===== config.mk =====
export PLATFORM = sky130hd
export DESIGN_NAME = pipe_stage_buf
export DESIGN_NICKNAME = d
export VERILOG_FILES = /design/src/rtl/pipe_stage_buf.sv
export SDC_FILE = /design/constraint.sdc
export NUM_CORES = 1
export LEC_CHECK = 0
export ABC_CLOCK_PERIOD_IN_PS = 17200
export CAP_MARGIN = 40
export CORE_AREA = 5 5 179 181
export CTS_BUF_LIST = sky130_fd_sc_hd__clkbuf_8
export DETAILED_ROUTE_END_ITERATION = 10
export DIE_AREA = 0 0 184 186
export GPL_TIMING_DRIVEN = 1
export PLACE_DENSITY = 0.63
export SYNTH_ARGS = -nofsm -noshare
export SYNTH_HDL_FRONTEND = slang
export SYNTH_SLANG_ARGS = --single-unit

===== constraint.sdc =====
create_clock -name clk -period 17.2 [get_ports clk]
set_input_delay 1.72 -clock clk [delete_from_list [all_inputs] [get_ports clk]]
set_output_delay 1.72 -clock clk [all_outputs]
set_load 0.03 [all_outputs]

===== src/rtl/pipe_stage_buf.sv =====
// pipe_stage_buf: DEPTH-entry first-word-fall-through pipeline buffer with freeze/flush.
// Define PIPE_STAGE_BUF_STALL_CNT_EN to enable the saturating stall counter.
module pipe_stage_buf #(
  parameter int DATA_W = 32,
  parameter int DEST_W = 4,
  parameter int DEPTH  = 2
) (
  input  logic                       clk,
  input  logic                       rst,
  input  logic                       in_valid,
  output logic                       in_ready,
  input  logic                       in_wb_en,
  input  logic                       in_mem_r_en,
  input  logic [DEST_W-1:0]          in_dest,
  input  logic [DATA_W-1:0]          in_alu_res,
  input  logic [DATA_W-1:0]          in_mem_data,
  input  logic                       freeze,
  input  logic                       flush,
  output logic                       out_valid,
  input  logic                       out_ready,
  output logic                       out_wb_en,
  output logic                       out_mem_r_en,
  output logic [DEST_W-1:0]          out_dest,
  output logic [DATA_W-1:0]          out_alu_res,
  output logic [DATA_W-1:0]          out_mem_data,
  output logic [$clog2(DEPTH+1)-1:0] count,
  output logic [15:0]                stall_cnt
);
  localparam int PW = $clog2(DEPTH);
  localparam int CW = $clog2(DEPTH+1);
  localparam int EW = 2 + DEST_W + 2*DATA_W;
  logic [EW-1:0] mem [DEPTH];
  logic [EW-1:0] head, last;
  logic [PW-1:0] rd_ptr, wr_ptr;
  logic push, pop;
  function automatic logic [PW-1:0] inc(input logic [PW-1:0] p);
    return p == PW'(DEPTH-1) ? '0 : p + 1'b1;
  endfunction
  assign in_ready = (count != CW'(DEPTH)) & ~freeze & ~flush;
  assign out_valid = count != '0;
  assign push = in_valid & in_ready;
  assign pop = out_valid & out_ready & ~freeze;
  // An empty buffer keeps showing the last head's data; control bits are gated.
  assign head = out_valid ? mem[rd_ptr] : last;
  assign out_wb_en = head[EW-1] & out_valid;
  assign out_mem_r_en = head[EW-2] & out_valid;
  assign out_dest = head[2*DATA_W +: DEST_W];
  assign out_alu_res = head[DATA_W +: DATA_W];
  assign out_mem_data = head[DATA_W-1:0];
  always_ff @(posedge clk or posedge rst) begin
    if (rst) begin
      count <= '0;
      rd_ptr <= '0;
      wr_ptr <= '0;
      last <= '0;
      for (int i = 0; i < DEPTH; i++) mem[i] <= '0;
    end else begin
      if (out_valid) last <= mem[rd_ptr];
      if (flush) begin
        count <= '0;
        rd_ptr <= '0;
        wr_ptr <= '0;
      end else begin
        if (push) begin
          mem[wr_ptr] <= {in_wb_en, in_mem_r_en, in_dest, in_alu_res, in_mem_data};
          wr_ptr <= inc(wr_ptr);
        end
        if (pop) rd_ptr <= inc(rd_ptr);
        count <= (push & ~pop) ? count + 1'b1 : (~push & pop) ? count - 1'b1 : count;
      end
    end
  end
`ifdef PIPE_STAGE_BUF_STALL_CNT_EN
  always_ff @(posedge clk or posedge rst) begin
    if (rst) stall_cnt <= '0;
    else if (in_valid & ~in_ready & ~&stall_cnt) stall_cnt <= stall_cnt + 1'b1;
  end
`else
  assign stall_cnt = '0;
`endif
endmodule


Yosys cells after proc, flatten, opt, wreduce, memory -nomap -nowiden
Index checks and enable logic that the tools add are counted.
{ "classes": {"bitwise_logic": 15, "shift": 0, "div_mod_pow": 0, "n_reduce_logical": 6, "multipliers": 0, "n_addsub": 4, "muxes": 16, "eq_ne": 1, "n_lt_le_gt_ge": 3} }
{ "op_table": {"columns": ["op", "n"], "rows": [
  ["$mux 70", 5],
  ["$bwmux 140", 1],
  ["$demux 70 s1", 1],
  ["$and 1x1->1", 9],
  ["$mux 1", 6],
  ["$mux 2", 3],
  ["$reduce_bool 2->1", 3],
  ["$ge 2x2->1 const B", 2],
  ["$not 1->1", 4],
  ["$not 1->2", 2],
  ["$reduce_bool 3->1", 1],
  ["$add 1x1->1 const B", 2],
  ["$add 2x1->2 const B", 1],
  ["$lt 2x1->1 const B", 1],
  ["$ne 2x2->1 const B", 1],
  ["$reduce_and 2->1", 1],
  ["$sub 2x1->2 const B", 1],
  ["$logic_and 1x1->1", 1]
]} }
{ "word_totals": {"ff_bits": 214, "rom_bits": 0, "latch_bits": 0, "n_memories": 0, "word_cells": 51, "in_bits": 76, "out_inout_bits": 90, "ramBits": 0} }

Longest topological paths before layout
{ "depth": {"word_depth": 9, "mapped_depth": 6} }

Worst setup path after synthesis
Ideal clock, no wire load.
{ "synth_timing": {"path_type": "input to output", "start": "in flush", "end": "out in_ready", "arrival_time_ps": 2416, "setup_slack_ps": 13064, "required_time_ps": 15480, "path_stages": 1, "cell_sequence": "nor3_1"} }
{ "synth_between": {"elab_chain_len": 2} }
{ "synth_rtl": {"columns": ["item", "line", "text"], "rows": [
  ["from (decl)", "18", "input logic flush,"],
  ["$not 1->1 (no line)", null, null],
  ["$and 1x1->1", "39", "assign in_ready = (count != CW'(DEPTH)) & ~freeze & ~flush;"],
  ["to (decl)", "11", "output logic in_ready,"]
]} }
Every way passes these cells.

Final worst setup path
{ "layout_timing": {"start": "reg rd_ptr", "end": "out out_mem_data[7]"} }
{ "layout_between": {"elab_chain_len": 5} }
{ "layout_rtl": {"columns": ["item", "line", "text"], "rows": [
  ["from (decl)", "34", "logic [PW-1:0] rd_ptr, wr_ptr;"],
  ["from (signal assigned)", "68", "if (pop) rd_ptr <= inc(rd_ptr);"],
  ["$not 1->2 (not written as such)", "44", "assign head = out_valid ? mem[rd_ptr] : last;"],
  ["$mux 70 (not written as such) (3 in series)", "44", null],
  ["$mux 70", null, null],
  ["to (decl)", "25", "output logic [DATA_W-1:0] out_mem_data,"]
]} }
Every way passes these cells. The select of a mux whose other input is x is not followed.

==> impl_metrics.ini <==
[run_status]
outcome = finished, final reports clean

[drt]
dr.pass1.iters = 4
wl_per_cell_um = 16.26
drc = 0
finalWirelength_um = 19870
drtIter0Drc = 200
viasPerCell = 4.335
drtAntennaViolNets = 0
vias = 5297

[synthesis]
yosysTopAreaCell = dfrtp_1
synth-seq-cells = 212
synth_cells = 711
synth_most_common_cell = dfrtp_1
synthesis.area_sq_mm = 0.009532
synthArstFlopShare_pct = 100.0
synth_ff_type = dfrtp_1
synth_top_cells_by_count = dfrtp_1, buf_4, mux2_2, mux2i_1
synth_top_area_share_pct = 55.66
synth_edf_count = 0
yosysWarnings = 0
synth.area.top_cells = dfrtp_1, mux2_4, mux2_2, mux2i_1, buf_4
synth-seq-area-share_pct = 55.66
synth_cell_types = 28
syn_avg_cell_area_sq_um = 13.41

[cells_and_area]
finalInstanceArea_sq_mm = 0.01159
syn_to_final_growth_pct = 21.65
instances_no_fill = 1222
antenna_cells = 0
nFillCells = 2906
drive_above_1_share_pct = 25.67
final_net_count = 878

[pwr]
p_leak_nw = 5.165
clkPwrFrac_pct = 29.0
p_total_mw = 1.654
p_int_mw = 1.145
power_density_mw_per_mm2 = 142.6
switching_share_pct = 30.75
power_frac_comb_pct = 28.9
ir_drop_uv = 80.64
switching_power_mw = 0.5085
power.share.sequential_pct = 42.1

[timing]
relSlewSlack_pct = 45.10
setup_viol = 0
hold_viol_final = 0
skew_ns = 0.01644
grt_setup_unrepaired = no
fin_tns_setup_ns = 0
setup_ws_ns = 12.30
worst_slew_pin_slew_ns = 0.8236
clock.fmax_ghz = 0.2042
finalMaxSlewViolations = 0
finalCriticalPeriod_ns = 4.897
fin_crit_sh_pct = 28.47

[clock_tree]
tritoncts = yes
cts.path.max_buffers = 3
clock-sinks = 212
cts_root_buf = clkbuf_8
htreeDepth = 2
post_cts_buffers = 0
cts_resized = 0
clk-insertion-delay-late_ns = 0.52
clk_pin_slew_ns = 0.05
cts_buffers = 39
cts_hold_buffers = 0

[floorplan]
ioPinCount = 166
core_area_sq_mm = 0.03027
row_count = 64
start_util_pct = 31.49
die_x_um = 184
die-area_sq_mm = 0.03422
die_height_um = 186

[hold_path]
hold_class = reg -> reg

[grt]
grt-ovfl-total = 0
grt_pass1_vias = 5915
antenna_found_initial = 0
grt_max_degree = 93
grtUsageTotal_pct = 11.82
grt_pass1_wl_um = 32670

[setup_path]
slowest_stage = dfrtp_4
cp-end-kind = output port
path_cells = buf_4, buf_16, mux2i_1, o21ai_0, clkdlybuf4s50_1
crit_family = buffers and inverters
worstSetupPathType = reg -> out
cp_max_fo = 33
crit_arrival_ns = 3.18
critPathLaunchType = flop
cp_num_buf_inv = 3
worst_path_largest_cell_delay_ns = 0.77
worstPathRequired_ns = 15.48

[placement]
port_buffers = 149
dpl.cell_count = 1157
dp_hpwl_um = 12450
gp_congestion = 0.7287
pre_cts_ws_ns = 12.32
dpl_cell_area_sq_mm = 0.01081

[run]
maxCapViolCount = 0
-- worst paths after layout --
check | cells after the start | slack [ns] | startpoint | to
max | 5 | 12.30 | rd_ptr$_DFFE_PP0P_ | out_mem_data[7]
min | 2 | 0.49 | last[56]$_DFF_PP0_ | last[56]$_DFF_PP0_
max reg2reg | 4 | 14.56 | count[1]$_DFFE_PP0P_ | mem[71]$_DFFE_PP0P_
min reg2reg | 2 | 0.49 | last[56]$_DFF_PP0_ | last[56]$_DFF_PP0_
max in group asynchronous | 3 | 14.24 | rst | last[60]$_DFF_PP0_
min in group asynchronous | 2 | 1.71 | rst | mem[83]$_DFFE_PP0P_
-- power by group through the flow --
stage	Sequential [mW]	Clock (mW)	Combinational, mW
6_report	0.696	0.480	0.478
5_1_grt	0.715	0.527	0.517
4_1_cts	0.698	0.504	0.486
3_5_place_dp	0.705	0	0.484
3_3_place_gp	0.700	0	0.475
2_1_floorplan	0.688	0	0.396
-- stage by stage --
step	hold WS, ns	utilization (%)
after global placement	0.4713	35.47
after detailed placement	0.4806	35.71
final	0.4884	38.31
after floorplan	0.4591	-
after CTS	0.4959	38.31
after global routing	0.5186	38.31
-- state kept, by name, indices dropped and copies added (netlist names) --
name	cells
mem	140
last	68
count	2
rd_ptr	1
wr_ptr	1
-- per-layer routing --
metal / track usage (%) / wire length [um] / vias to the layer above
li1: - / - / 2514
met1: 16.44 / 9337 / 2600
met2: 17.53 / 8614 / 147
met3: 3.928 / 1466 / 36
met4: 3.697 / 450 / 0
met5: 0 / 0 / -
-- placed cells by master, fill, tap and decap left out, types with 2 or more instances in the layout --
cell type	n
clkdlybuf4s50_1	149
mux2_4	69
mux2i_1	71
clkinv_2	3
nor2_1	4
mux2_2	71
clkbuf_8	51
dfrtp_1	211
conb_1	16
inv_1	12
or3_1	2
a21oi_1	3
o21ai_0	70
nand2_1	70
buf_4	6
buf_16	2
-- logic make-up after synthesis --
kind of cell | synth area share [%]
and+or+nand+nor | 3.807
DFF | 55.66
buffers and inverters | 9.674
other | 0.03934
muxes | 26.71
AOI/OAI and AO/OA | 4.017
xor gates and xnor gates | 0.09190
-- tightest hold or removal path, cell delays in order (launching register included) --
cell	delay [ns]
dfrtp_1	0.32
nand2_1	0.04
o21ai_0	0.08
-- final cells by class --
| class | count | area, sq um | area share, % |
|---|---|---|---|
| clock inverters | 14 | 82.58 | 0.7122 |
| clock buffers | 51 | 701.9 | 6.054 |
| flip-flops and latches | 212 | 5309 | 45.79 |
| repair buffers | 158 | 1612 | 13.90 |
| well taps | 396 | 495.5 | 4.273 |
| inverters | 4 | 22.52 | 0.1942 |
| multi-input cells | 387 | 3372 | 29.08 |
Note: power is estimated with default switching activity, not from simulation.
